<file path="config.mk">
export PLATFORM = sky130hd
export DESIGN_NAME = maze_button_conditioner
export DESIGN_NICKNAME = d
export VERILOG_FILES = /design/src/rtl/maze_pkg.sv /design/src/rtl/maze_debounce.sv /design/src/rtl/maze_button_conditioner.sv
export SDC_FILE = /design/constraint.sdc
export NUM_CORES = 1
export LEC_CHECK = 0
export CAP_MARGIN = 20
export CORE_MARGIN = 4
export CORE_UTILIZATION = 55
export DETAILED_ROUTE_END_ITERATION = 8
export GPL_ROUTABILITY_DRIVEN = 0
export PLACE_DENSITY_LB_ADDON = 0.3
export SLEW_MARGIN = 15
export SYNTH_ARGS = -nofsm -noshare
export SYNTH_HDL_FRONTEND = slang
export SYNTH_SLANG_ARGS = --single-unit
</file>
<file path="constraint.sdc">
create_clock -name clk -period 5.6 [get_ports clk]
set_clock_uncertainty 0.1 [all_clocks]
set_input_delay 1.12 -clock clk [delete_from_list [all_inputs] [get_ports clk]]
set_output_delay 1.12 -clock clk [all_outputs]
set_load 0.02 [all_outputs]
</file>
<file path="src/rtl/maze_pkg.sv">
// Shared types and constants for the maze game button front-end.
package maze_pkg;

  typedef enum logic [1:0] {
    S_LOW,
    S_WAIT_HIGH,
    S_HIGH,
    S_WAIT_LOW
  } db_state_t;

  typedef enum logic [1:0] {
    R_IDLE,
    R_DELAY,
    R_REPEAT
  } rep_state_t;

  localparam logic [1:0] DIR_UP    = 2'd0;
  localparam logic [1:0] DIR_DOWN  = 2'd1;
  localparam logic [1:0] DIR_LEFT  = 2'd2;
  localparam logic [1:0] DIR_RIGHT = 2'd3;

  // Lowest direction index wins: up > down > left > right.
  function automatic logic [1:0] dir_priority(input logic [3:0] i_req);
    logic [1:0] v_sel;
    v_sel = DIR_RIGHT;
    for (int i = 3; i >= 0; i--) begin
      if (i_req[i]) v_sel = 2'(i);
    end
    return v_sel;
  endfunction

endpackage

</file>
<file path="src/rtl/maze_debounce.sv">
// One button: synchroniser chain, debounce FSM and rising-edge flag.
module maze_debounce
  import maze_pkg::*;
#(
  parameter int unsigned SYNC_STAGES     = 2,
  parameter int unsigned DEBOUNCE_CYCLES = 500000
) (
  input  logic clk,
  input  logic rst,
  input  logic i_btn,
  output logic o_level,
  output logic o_rise_c
);

  localparam int unsigned CW = $clog2(DEBOUNCE_CYCLES + 1);

  logic [SYNC_STAGES-1:0] r_sync;
  logic                   w_in;
  db_state_t              r_state;
  db_state_t              w_state_nxt;
  logic [CW-1:0]          r_count;
  logic [CW-1:0]          w_count_nxt;
  logic                   r_level;
  logic                   w_level_nxt;
  logic                   r_level_d;

  always_ff @(posedge clk or posedge rst) begin
    if (rst) r_sync <= '0;
    else     r_sync <= {r_sync[SYNC_STAGES-2:0], i_btn};
  end

  assign w_in = r_sync[SYNC_STAGES-1];

  always_ff @(posedge clk or posedge rst) begin
    if (rst) begin
      r_state   <= S_LOW;
      r_count   <= '0;
      r_level   <= 1'b0;
      r_level_d <= 1'b0;
    end else begin
      r_state   <= w_state_nxt;
      r_count   <= w_count_nxt;
      r_level   <= w_level_nxt;
      r_level_d <= r_level;
    end
  end

  // Count stays below DEBOUNCE_CYCLES before advancing, so it saturates rather than wraps.
  always_comb begin
    w_state_nxt = r_state;
    w_count_nxt = r_count;
    w_level_nxt = r_level;
    case (r_state)
      S_LOW: begin
        if (w_in) begin
          w_state_nxt = S_WAIT_HIGH;
          w_count_nxt = CW'(1);
        end
      end
      S_WAIT_HIGH: begin
        if (!w_in) begin
          w_state_nxt = S_LOW;
          w_count_nxt = '0;
        end else if (r_count >= CW'(DEBOUNCE_CYCLES)) begin
          w_state_nxt = S_HIGH;
          w_count_nxt = '0;
          w_level_nxt = 1'b1;
        end else begin
          w_count_nxt = r_count + CW'(1);
        end
      end
      S_HIGH: begin
        if (!w_in) begin
          w_state_nxt = S_WAIT_LOW;
          w_count_nxt = CW'(1);
        end
      end
      S_WAIT_LOW: begin
        if (w_in) begin
          w_state_nxt = S_HIGH;
          w_count_nxt = '0;
        end else if (r_count >= CW'(DEBOUNCE_CYCLES)) begin
          w_state_nxt = S_LOW;
          w_count_nxt = '0;
          w_level_nxt = 1'b0;
        end else begin
          w_count_nxt = r_count + CW'(1);
        end
      end
      default: begin
        w_state_nxt = S_LOW;
        w_count_nxt = '0;
        w_level_nxt = 1'b0;
      end
    endcase
  end

  assign o_level  = r_level;
  assign o_rise_c = r_level & ~r_level_d;

endmodule

</file>
<file path="src/rtl/maze_button_conditioner.sv">
// Five debounced buttons; control press pulse plus arbitrated, auto-repeating direction pulses.
module maze_button_conditioner
  import maze_pkg::*;
#(
  parameter int unsigned SYNC_STAGES     = 2,
  parameter int unsigned DEBOUNCE_CYCLES = 500000,
  parameter int unsigned REPEAT_EN       = 1,
  parameter int unsigned REPEAT_DELAY    = 30000000,
  parameter int unsigned REPEAT_RATE     = 10000000
) (
  input  logic       clk,
  input  logic       rst,
  input  logic       i_btn_control,
  input  logic       i_btn_up,
  input  logic       i_btn_down,
  input  logic       i_btn_left,
  input  logic       i_btn_right,
  output logic       o_control,
  output logic       o_up,
  output logic       o_down,
  output logic       o_left,
  output logic       o_right,
  output logic [4:0] o_held
);

  localparam int unsigned TMAX = (REPEAT_DELAY > REPEAT_RATE) ? REPEAT_DELAY : REPEAT_RATE;
  localparam int unsigned TW   = $clog2(TMAX + 1);

  logic [4:0]    w_raw;
  logic [4:0]    w_level;
  logic [4:0]    w_rise;
  logic [3:0]    w_dir_rise;
  logic [3:0]    w_dir_level;
  logic [1:0]    w_sel;

  rep_state_t    r_rstate;
  rep_state_t    w_rstate_nxt;
  logic [1:0]    r_active;
  logic [1:0]    w_active_nxt;
  logic [TW-1:0] r_timer;
  logic [TW-1:0] w_timer_nxt;
  logic [3:0]    r_pulse;
  logic [3:0]    w_pulse_nxt;
  logic          r_control;

  assign w_raw = {i_btn_control, i_btn_up, i_btn_down, i_btn_left, i_btn_right};

  for (genvar gi = 0; gi < 5; gi++) begin : g_btn
    maze_debounce #(
      .SYNC_STAGES     (SYNC_STAGES),
      .DEBOUNCE_CYCLES (DEBOUNCE_CYCLES)
    ) u_debounce (
      .clk      (clk),
      .rst      (rst),
      .i_btn    (w_raw[gi]),
      .o_level  (w_level[gi]),
      .o_rise_c (w_rise[gi])
    );
  end

  // Re-index the held-order vectors into direction order.
  always_comb begin
    w_dir_rise             = '0;
    w_dir_level            = '0;
    w_dir_rise[DIR_UP]     = w_rise[3];
    w_dir_rise[DIR_DOWN]   = w_rise[2];
    w_dir_rise[DIR_LEFT]   = w_rise[1];
    w_dir_rise[DIR_RIGHT]  = w_rise[0];
    w_dir_level[DIR_UP]    = w_level[3];
    w_dir_level[DIR_DOWN]  = w_level[2];
    w_dir_level[DIR_LEFT]  = w_level[1];
    w_dir_level[DIR_RIGHT] = w_level[0];
  end

  assign w_sel = dir_priority(w_dir_rise);

  always_ff @(posedge clk or posedge rst) begin
    if (rst) begin
      r_rstate  <= R_IDLE;
      r_active  <= DIR_UP;
      r_timer   <= '0;
      r_pulse   <= '0;
      r_control <= 1'b0;
    end else begin
      r_rstate  <= w_rstate_nxt;
      r_active  <= w_active_nxt;
      r_timer   <= w_timer_nxt;
      r_pulse   <= w_pulse_nxt;
      r_control <= w_rise[4];
    end
  end

  // A new press always pre-empts a repeat due in the same cycle.
  always_comb begin
    w_rstate_nxt = r_rstate;
    w_active_nxt = r_active;
    w_timer_nxt  = r_timer;
    w_pulse_nxt  = '0;
    if (|w_dir_rise) begin
      w_pulse_nxt[w_sel] = 1'b1;
      w_active_nxt       = w_sel;
      w_timer_nxt        = '0;
      w_rstate_nxt       = (REPEAT_EN != 0) ? R_DELAY : R_IDLE;
    end else begin
      case (r_rstate)
        R_IDLE: begin
          w_timer_nxt = '0;
        end
        R_DELAY: begin
          if (!w_dir_level[r_active]) begin
            w_rstate_nxt = R_IDLE;
          end else if (r_timer == TW'(REPEAT_DELAY - 1)) begin
            w_pulse_nxt[r_active] = 1'b1;
            w_rstate_nxt          = R_REPEAT;
            w_timer_nxt           = '0;
          end else begin
            w_timer_nxt = r_timer + TW'(1);
          end
        end
        R_REPEAT: begin
          if (!w_dir_level[r_active]) begin
            w_rstate_nxt = R_IDLE;
          end else if (r_timer == TW'(REPEAT_RATE - 1)) begin
            w_pulse_nxt[r_active] = 1'b1;
            w_timer_nxt           = '0;
          end else begin
            w_timer_nxt = r_timer + TW'(1);
          end
        end
        default: begin
          w_rstate_nxt = R_IDLE;
        end
      endcase
    end
  end

  assign o_control = r_control;
  assign o_up      = r_pulse[DIR_UP];
  assign o_down    = r_pulse[DIR_DOWN];
  assign o_left    = r_pulse[DIR_LEFT];
  assign o_right   = r_pulse[DIR_RIGHT];
  assign o_held    = w_level;

endmodule
</file>
* Word level (Yosys, flattened, before mapping)
Index checks and enable logic that the tools add are counted.
** Operators by class
- Mux-type cells :: 116
- Equality and inequality tests :: 64
- $lt $le $gt $ge :: 9
- Bitwise gates (word level) :: 10
- Reduce and logical (&&, ||, !) cells :: 32
- Add/sub/neg operators :: 6
** Operators with widths (number)
- two-way mux 19 bit :: 25
- one-hot mux 19 bit (4 select lines) :: 5
- two-way mux 25 bit :: 5
- adder 19 x 1 -> 19 bit, second input constant :: 5
- greater-or-equal comparator 19 bit, second input constant :: 5
- one-hot mux 25 bit (3 select lines) :: 1
- two-way mux 2 bit :: 36
- inequality test 2 x 1 -> 1 bit, second input constant :: 20
- one-hot mux 2 bit (4 select lines) :: 5
- adder 25 x 1 -> 25 bit, second input constant :: 1
- == test 25 x 24 -> 1 bit, second input constant :: 1
- == test 25 bit, second input constant :: 1
- AND reduction 5 bit :: 5
- two-way mux 1 bit :: 24
- inequality test 3 bit, second input constant :: 8
- == test 2 bit, second input constant :: 11
- inequality test 2 bit, second input constant :: 11
- two-way mux 4 bit :: 5
- AND reduction 4 bit :: 5
- inequality test 3 x 1 -> 1 bit, second input constant :: 5
- == test 2 x 1 -> 1 bit, second input constant :: 6
- zero test 2 bit :: 6
- one-hot mux 1 bit (2 select lines) :: 5
- AND reduction 2 bit :: 5
- other kinds (14) :: 31
** Word-level totals
- Flip-flop bits (word level) :: 159
- Output and inout bits :: 10
- Bits of input ports :: 7
- Logic and storage cells :: 267

* Depth between registers and ports, before layout
Gate-level depths: netlist of the first run.
- Word-level depth :: 10
- Mapped depth :: 9
- Mapped depth without buffers :: 8

* By module
Synthesis of the first run repeated with hierarchy kept, for this count alone.
** Unflattened totals
- Cell total of the unflattened synthesis :: 940
- Area, all modules :: 8812.2 sq um
** By module, submodules not included
- maze_debounce at g_btn[0].u_debounce ... :: sequential area each 625.6 sq um, times used 4, cells an instance 146, area an instance 1357.6 sq um
- maze_button_conditioner :: sequential area each 850.8 sq um, times used 1, cells an instance 196, area an instance 1930.6 sq um
- maze_debounce at g_btn[4].u_debounce :: sequential area each 625.6 sq um, times used 1, cells an instance 160, area an instance 1451.4 sq um

* Worst setup path before layout of the first run
Ideal clock, no wire load.
- Path type :: register -> register
- From :: reg r_timer[0]
- To :: reg r_timer[12]
- Clock period less this slack :: 2.252 ns
- Required time :: 5.379 ns
- Buffers on the path :: 2
- Setup time :: 0.121 ns
- Arrival :: 2.031 ns
- Cell stages (with the launch flop) :: 10
- Setup slack :: 3.348 ns
- Cells stage by stage :: dfrtp_1 ha_1 and3_1 nand4_1 o31a_1 o211a_1 buf_4 buf_6 a21o_1 a22o_1
** On the way
- Longest elaborated chain between the ends :: 5
- Elaborated cells on any way between the ends :: 9
- Those cells by class :: 1 x add/sub; 2 x eq/ne; 6 x mux
** RTL lines
- start, declared :: RTL line maze_button_conditioner.sv:40 : logic [TW-1:0] r_timer;
- start signal, assigned :: RTL line maze_button_conditioner.sv:87 : r_timer <= w_timer_nxt;
- adder 25 x 1 -> 25 bit, or another cell as far along :: RTL line maze_button_conditioner.sv:117, maze_button_conditioner.sv:127
- two-way mux 25 bit, on equally long branches :: RTL line maze_button_conditioner.sv:123, maze_button_conditioner.sv:112
- two-way mux 25 bit, on equally long branches :: RTL line maze_button_conditioner.sv:121, maze_button_conditioner.sv:110
- one-hot mux 25 bit (3 select lines) (*) :: RTL line maze_button_conditioner.sv:105 : case (r_rstate)
- two-way mux 25 bit (*) :: RTL line maze_button_conditioner.sv:99 : if (|w_dir_rise) begin
Every way passes the cells marked *; elsewhere a longest branch is shown, timed or not. The select of a mux whose other input is x is not followed.
A chain may end at the register's enable or synchronous reset.

* Worst setup path after layout of the first run
- From :: reg g_btn[3].u_debounce.r_level
- To :: reg r_timer[10]
** On the way
- Longest elaborated chain between the ends :: 4
- Elaborated cells on any way between the ends :: 9
- Those cells by class :: 2 x eq/ne; 3 x mux; 1 x bitwise; 3 x reduce/logical
** RTL lines
- start, declared :: RTL line maze_debounce.sv:23 : logic r_level;
- start signal, assigned :: RTL line maze_debounce.sv:43 : r_level <= w_level_nxt;
- binary-select mux 1 bit (select 2 bit) or AND 1 bit (tied branches) :: RTL line maze_button_conditioner.sv:110, maze_button_conditioner.sv:121, maze_debounce.sv:99
- two-way mux 1 bit (implied by the code) or OR reduction 4 bit (tied branches) :: RTL line maze_button_conditioner.sv:110, maze_button_conditioner.sv:121, maze_button_conditioner.sv:99
- inequality test 3 bit (no line) or nonzero test 4 bit (tied branches)
- AND reduction 3 bit (no line)
Parallel ways exist; a longest one is shown, timed or not. The select of a mux whose other input is x is not followed.

==> impl_metrics.csv, run 1 <==
group,metric,value,unit
status,outcome,"complete, no violations",
floorplan,fp.dieW,131,um
routing,routed_wirelength,16.9,mm
grt,largest_net_degree_at_the_start_of_global_routing,112,
setup_path,path_max_fanout,19,
yosys,postSynthRegisterBits,159,
clock_tree,ctsLongestPathBuffers,2,
yosys,yosysTopAreaCell,"dfrtp_1",
floorplan,std_cell_rows,44,
yosys,syn_area_per_cell,9.13,um^2
timing,finalSetupTns,0,ns
place,place_hpwl,10.9,mm
setup_path,worst_setup_ep,"r_timer[10]",
yosys,synth_enable_flop_cells,0,
pwr,pwr_density_cell,305,nW/um^2
clock_tree,postCtsResizedCells,0,
yosys,synth-seq-area-share,47.6,%
grt,track_usage,20.1,%
timing,hold_violations,0,
timing,final-setup-viol-count,0,
timing,timing.fmax,359,MHz
setup_path,critical_path.reg2reg.startpoint,"g_btn[3].u_debounce.o_level",
yosys,netlist-cell-type-count,58,
routing,dr.first_iter.drc_count,502,
setup_path,critical_path.startpoint_type,"flop",
timing,period_share,49.8,%
yosys,synth_async_reset_ratio,100,%
yosys,synth_most_common_cell,"dfrtp_1",
floorplan,die_ar,17200,um^2
grt,number_of_global_route_vias_before_repair,6256,
floorplan,boundaryPins,17,
yosys,synth_cells,916,
timing,worst_slew_pin_slew,1.01,ns
timing,worst_slack,2.81,ns
timing,grt_setup_unrepaired,"false",
pwr,cellLeakagePower,3.87,nW
setup_path,required,5.83,ns
setup_path,r2r_end,"r_timer[10]",
yosys,netlist.area_leader.share,47.6,%
setup_path,critPathSlowestCell,"o211a_1",
timing,finalMaxSlewViolations,0,
pwr,sum_of_internal_switching_and_leakage_power,2.80,mW
clock_tree,clk_transition_reported_paths,0.06,ns
clock_tree,tritoncts,"built",
clock_tree,postCtsSetupRepairBufs,0,
grt,number_of_antenna_violations_at_the_first_check_in_global_routing,0,
place,dpl.cell_count,1088,
floorplan,initial_core_util,56.9,%
yosys,postSynth.topFlopCell,"dfrtp_1",
setup_path,crit_start,"g_btn[3].u_debounce.o_level",
yosys,yosysWarnings,0,
pwr,vdd_ir_drop_max,0.235,mV
routing,vias,6726,
setup_path,crit_path_end_kind,"flop",
floorplan,floorplan.core_area,14700,um^2
setup_path,critical_path.cell_chain,"nor2b_1 > nor4_2 > o211a_1 > nand2_1 > o32ai_1",
final_layout,layout_area_growth_over_synthesis,9.99,%
yosys,synth.area.top_cells,"dfrtp_1 48%, nand2_1 5.5%, o21ai_0 5.1%",
routing,post_drt_wl_per_cell,15.1,um
setup_path,critical_path_class,"flop to flop",
setup_path,critical_path_arrival,3.02,ns
final_layout,layout_net_count,944,
place,dp_slack,2.75,ns
setup_path,max_stage_delay,0.69,ns
routing,drc,0,
clock_tree,cts_buffers,17,
setup_path,ff2ff_setup_slack,2.81,ns
clock_tree,worst_skew_pair.late_latency,0.43,ns
routing,drt_pass1_iterations,5,
yosys,ys_top_cells_by_count,"159 x dfrtp_1, 122 x nand2_1, 86 x o21ai_0, 72 x nand3_1, 48 x nor2_1",
routing,drtAntennaViolNets,0,
setup_path,rr_worst_depth,5,
floorplan,die_h,131,um
run,cap_violations,0,
grt,grt_pass1_wl,29.7,mm
clock_tree,clock_tree.htree_level_count,4,
routing,route.detailed.vias_per_inst,6.01,
timing,fin_crit,2.79,ns
yosys,mappedNetlistNets,937,
yosys,area_of_the_mapped_netlist,8360,um^2
clock_tree,cts_root_buffer,"clkbuf_16",
timing,timing.slew.headroom,32.3,%
clock_tree,cts-hold-fix-buffers,0,
final_layout,finish.cell_count_without_fillers,1119,
clock_tree,clkSinkCount,159,
grt,gr-total-overflow,0,
worst_hold_path,hold_path_class,"flop to flop",
final_layout,num_antenna_cells,0,
final_layout,post_route_cells_drive_above_1_share,5.56,%
place,placement.io_buffers,16,
## critical path: cells and delay by family, from the launching register on
family           cells  cell delay, ns
flip-flops           1            0.43
AND/OR/NAND/NOR      3            1.14
AO/OA/AOI/OAI        2            1.02
## cell type report
cell class                      instances  area (um^2)
Fill cell                            1195         5500
Multi-Input combinational cell        679         4050
Sequential cell                       159         3980
Clock buffer                           19          433
Tap cell                              184          230
Timing Repair Buffer                   21          201
Inverter                               45          174
Clock inverter                         12          136
## per-layer routing
metal | share of wire (%) | GRT usage (%) | vias up
li1 | - | - | 3336
met1 | 48 | 28.2 | 3238
met2 | 47 | 31.7 | 134
met3 | 3.9 | 4.47 | 18
met4 | 1.2 | 6.13 | 0
met5 | 0 | 0 | -
## state kept, by name (all words and copies together), names as in the netlist, named ones only
register / count
g_btn.u_debounce.r_count: 95
r_timer: 25
g_btn.u_debounce.r_sync: 10
g_btn.u_debounce.o_level: 5
g_btn.u_debounce.r_level_d: 5
g_btn.u_debounce.r_state: 5
r_pulse: 4
r_active: 2
r_rstate: 2
o_control: 1
## report_power, final
part           switching [mW]  internal [mW]  total [mW]
clock                   0.471          0.658        1.13
sequential             0.0887           1.21        1.30
combinational           0.255          0.117       0.371
## cell families (layout without fill, tap and decap cells)
| kind of cell | after synthesis | in the layout | share of synthesized area [%] |
|---|---|---|---|
| and+or+nand+nor | 387 | 387 | 23.4 |
| adders and majority gates | 14 | 14 | 2.09 |
| buffers and inverters | 78 | 97 | 4.05 |
| xor gates and xnor gates | 28 | 28 | 2.93 |
| AOI/OAI and AO/OA | 242 | 242 | 18.9 |
| muxes | 8 | 8 | 1.05 |
| DFF | 159 | 159 | 47.6 |
## stage by stage
step | instance area, um^2 | hold WS (ns) | utilization (%)
2_1_floorplan | 8360 | 0.231 | -
3_3_place_gp | 8620 | 0.233 | 58.6
3_5_place_dp | 8630 | 0.240 | 58.7
4_1_cts | 9200 | 0.254 | 62.6
5_1_grt | 9200 | 0.256 | 62.6
6_report | 9200 | 0.249 | 62.6
## cells in the final DEF, fill, tap and decap left out, types with 5 or more instances in the layout
cell,synthesis,final
a21o_1,15,15
or2_2,5,5
and2_1,11,11
nand4_1,28,28
o21a_1,6,6
nor3b_1,7,7
a31oi_1,11,11
o31ai_1,9,9
mux2_2,6,6
o31a_1,6,6
and4_1,9,9
xor2_1,17,17
a22o_1,19,19
o311ai_1,7,7
inv_1,45,44
and3_1,16,16
clkbuf_16,0,17
nor2_1,48,48
nand3_1,72,72
or3_1,14,14
nor3_1,18,18
xnor2_1,11,11
a21oi_1,34,34
o22ai_1,5,5
clkdlybuf4s50_1,0,16
or4_1,7,7
o311ai_0,17,17
nor2b_1,13,13
ha_1,14,14
dfrtp_1,159,159
o21ai_0,86,86
nand2_1,122,122
## worst min-delay path by stage
stage,start,endpoint,slack (ns),cells after the start
4_1_cts,g_btn[1].u_debounce.r_sync[0],g_btn[1].u_debounce.r_sync[1],0.25,0
5_1_grt,g_btn[1].u_debounce.r_sync[0],g_btn[1].u_debounce.r_sync[1],0.26,0
3_3_place_gp,g_btn[2].u_debounce.r_sync[0],g_btn[2].u_debounce.r_sync[1],0.23,0
6_report,g_btn[2].u_debounce.r_sync[0],g_btn[2].u_debounce.r_sync[1],0.25,0
3_5_place_dp,g_btn[2].u_debounce.r_sync[0],g_btn[2].u_debounce.r_sync[1],0.24,0
2_1_floorplan,g_btn[0].u_debounce.r_sync[0],g_btn[0].u_debounce.r_sync[1],0.23,0
(Power assumes the default switching activity.)
==> run 2, diff against run 1 <==
clock period = 2.39 ns   (was 5.6 ns; I/O delays follow)
==> run 2 against run 1 <==
Against the previous run:
- setup slack got worse by 2.7 ns
- highest routed layer unchanged
- clock power rose to 2.5 times the previous value
- non-clock buffer count rose by 56
- combinational power grew to 2.7 times the previous value
- global-route usage grew 0.98 points
- cell count up 5.1%
- clock-buffer cell count decreased by 1
- critical endpoint is now r_timer[17]
- sequential cell count unchanged
==> impl_metrics.csv, run 2 (synthesized netlist as in run 1, its figures left out) <==
group,metric,value,unit
final_layout,area_used_by_multi_input_combinational_logic,4070,um^2
clock_tree,ctsLongestPathBuffers,2,
floorplan,die_ar,17200,um^2
setup_path,required,2.60,ns
routing,routed-wl-met2,8.74,mm
clock_tree,worst_skew_pair.late_latency,0.42,ns
pwr,power_switching_share,28.7,%
grt,number_of_global_route_vias_before_repair,6656,
clock_tree,clock_tree.htree_level_count,4,
place,placed_cell_area,9080,um^2
timing,period_share,94.9,%
floorplan,die_h,131,um
run,cap_violations,0,
clock_tree,cts-hold-fix-buffers,0,
place,place_hpwl,12.1,mm
floorplan,initial_core_util,56.9,%
setup_path,r2r_end,"r_timer[17]",
pwr,sum_of_internal_switching_and_leakage_power,6.87,mW
worst_hold_path,hold_path_class,"flop to flop",
timing,fin_crit,2.27,ns
grt,number_of_antenna_violations_at_the_first_check_in_global_routing,0,
pwr,internal-power,4.90,mW
final_layout,largest_reg_flops,95,
routing,routed_wirelength,17.8,mm
final_layout,fill_cells,1172,
final_layout,mostFrequentLayoutCells,"159 x dfrtp_1, 122 x nand2_1, 86 x o21ai_0",
setup_path,critical_path_class,"flop to flop",
place,dpl.cell_count,1142,
pwr,pwr_density_cell,705,nW/um^2
clock_tree,cts_root_buffer,"clkbuf_16",
clock_tree,clkSinkCount,159,
setup_path,crit_start,"r_timer[0]",
final_layout,ff_latch_area,3980,um^2
clock_tree,clk_transition_reported_paths,0.07,ns
timing,finalMaxSlewViolations,0,
routing,drtAntennaViolNets,0,
final_layout,layout_net_count,1000,
pwr,vdd_ir_drop_max,0.727,mV
timing,final-setup-viol-count,0,
setup_path,critical_path_arrival,2.48,ns
timing,timing.fmax,441,MHz
routing,drt_pass1_iterations,5,
status,outcome,"complete, no violations",
grt,gr-total-overflow,0,
pwr,power.share.sequential,44.2,%
timing,hold_violations,0,
setup_path,critical_path.reg2reg.startpoint,"r_timer[0]",
timing,timing.slew.headroom,30.5,%
grt,track_usage,21.1,%
final_layout,final_util,66.3,%
routing,wl_met3,553,um
final_layout,registers.top_by_ff_count,"g_btn.u_debounce.r_count",
routing,highest_layer,"met4",
pwr,net-switching-power,1.97,mW
setup_path,critical_path.startpoint_type,"flop",
setup_path,path_max_fanout,14,
final_layout,finalInstanceArea,9750,um^2
setup_path,ff2ff_setup_slack,0.12,ns
routing,drc,0,
place,placement.io_buffers,16,
final_layout,post_route_cells_drive_above_1_share,12.0,%
final_layout,layout_area_growth_over_synthesis,16.5,%
floorplan,fp.dieW,131,um
setup_path,rr_worst_depth,9,
floorplan,std_cell_rows,44,
floorplan,floorplan.core_area,14700,um^2
grt,grt_pass1_wl,31.0,mm
floorplan,boundaryPins,17,
final_layout,layout.cells.most_common,"dfrtp_1",
routing,dr.first_iter.drc_count,485,
routing,post_drt_wl_per_cell,15.1,um
pwr,pwr-share-clk,41.3,%
worst_hold_path,timing.hold.worst_path_depth,0,
final_layout,top_regs,"g_btn.u_debounce.r_count: 95 flops, r_timer: 25 flops, g_btn.u_debounce.r_sync: 10 flops",
grt,largest_net_degree_at_the_start_of_global_routing,37,
pwr,cellLeakagePower,4.20,nW
final_layout,finish.cell_count_without_fillers,1176,
setup_path,worst_setup_ep,"r_timer[17]",
timing,worst_slew_pin_slew,1.04,ns
setup_path,crit_path_end_kind,"flop",
routing,vias,7019,
routing,routed_metal_1_wire_length,8.34,mm
clock_tree,tritoncts,"built",
final_layout,num_antenna_cells,0,
routing,route.detailed.vias_per_inst,5.97,
pwr,power.share.combinational,14.5,%
clock_tree,cts_buffers,17,
timing,finalSetupTns,0,ns
-- run 2: cell types whose count changed in the layout (fill, tap and decap cells not counted), sizes merged --
cell and delta:
buf +56, bufinv +1, clkbuf -1, clkinvlp +1
-- run 2: power groups by stage --
stage | clock, mW | combinational [mW] | sequential, mW
after global routing | 3.00 | 1.13 | 3.07
after detailed placement | 0 | 0.969 | 3.08
after CTS | 2.90 | 0.979 | 3.03
after floorplan | 0 | 0.682 | 3.04
after global placement | 0 | 0.936 | 3.07
final | 2.84 | 0.998 | 3.04
-- run 2: cell type report --
cell class	instances	share of cell area (%)
tap	184	2.36
inverter	45	1.77
clock inverter	14	1.86
sequential	159	40.8
clock buffer	18	4.51
timing repair buffer	77	6.89
multi-input combinational	679	41.8
-- run 2: layer usage --
metal	GRT usage, %	vias to the layer above
met3	4.28	16
met5	0	-
li1	-	3472
met2	34.4	120
met1	29.2	3411
met4	5.72	0
-- run 2: per-stage QoR --
step / hold slack, ns / worst slack (ns)
floorplan: 0.231 / -0.203
global placement: 0.232 / 0.123
detailed placement: 0.235 / 0.0402
CTS: 0.250 / 0.0121
global route: 0.255 / -0.00870
finish: 0.248 / 0.121
-- run 2: how the worst min path moves through the flow --
stage,startpoint,to
floorplan,g_btn[0].u_debounce.r_sync[0],g_btn[0].u_debounce.r_sync[1]
global placement,g_btn[4].u_debounce.r_sync[0],g_btn[4].u_debounce.r_sync[1]
detailed placement,g_btn[4].u_debounce.r_sync[0],g_btn[4].u_debounce.r_sync[1]
CTS,g_btn[4].u_debounce.r_sync[0],g_btn[4].u_debounce.r_sync[1]
global route,g_btn[4].u_debounce.r_sync[0],g_btn[4].u_debounce.r_sync[1]
finish,g_btn[4].u_debounce.r_sync[0],g_btn[4].u_debounce.r_sync[1]
-- run 2: worst max-delay path, stage by stage (launching register included) --
cell and delay [ns]:
dfrtp_1 0.35, ha_2 0.21, and3_4 0.20, nand4_1 0.14, buf_4 0.18, o21a_1 0.21, o211a_1 0.27, buf_6 0.17
a21o_1 0.16, a22o_1 0.17
-- run 2: repair_timing --
item,in CTS,in global routing
gates resized for setup,0,13
setup buffers,0,2
endpoints found under the hold margin,0,0
setup endpoints to repair,0,43
==> run 3, diff against run 2 <==
GPL_ROUTABILITY_DRIVEN = not set   (was 0)
==> results of run 3 <==
Same layout as run 2: the final DEF is identical, and so are final timing and power.
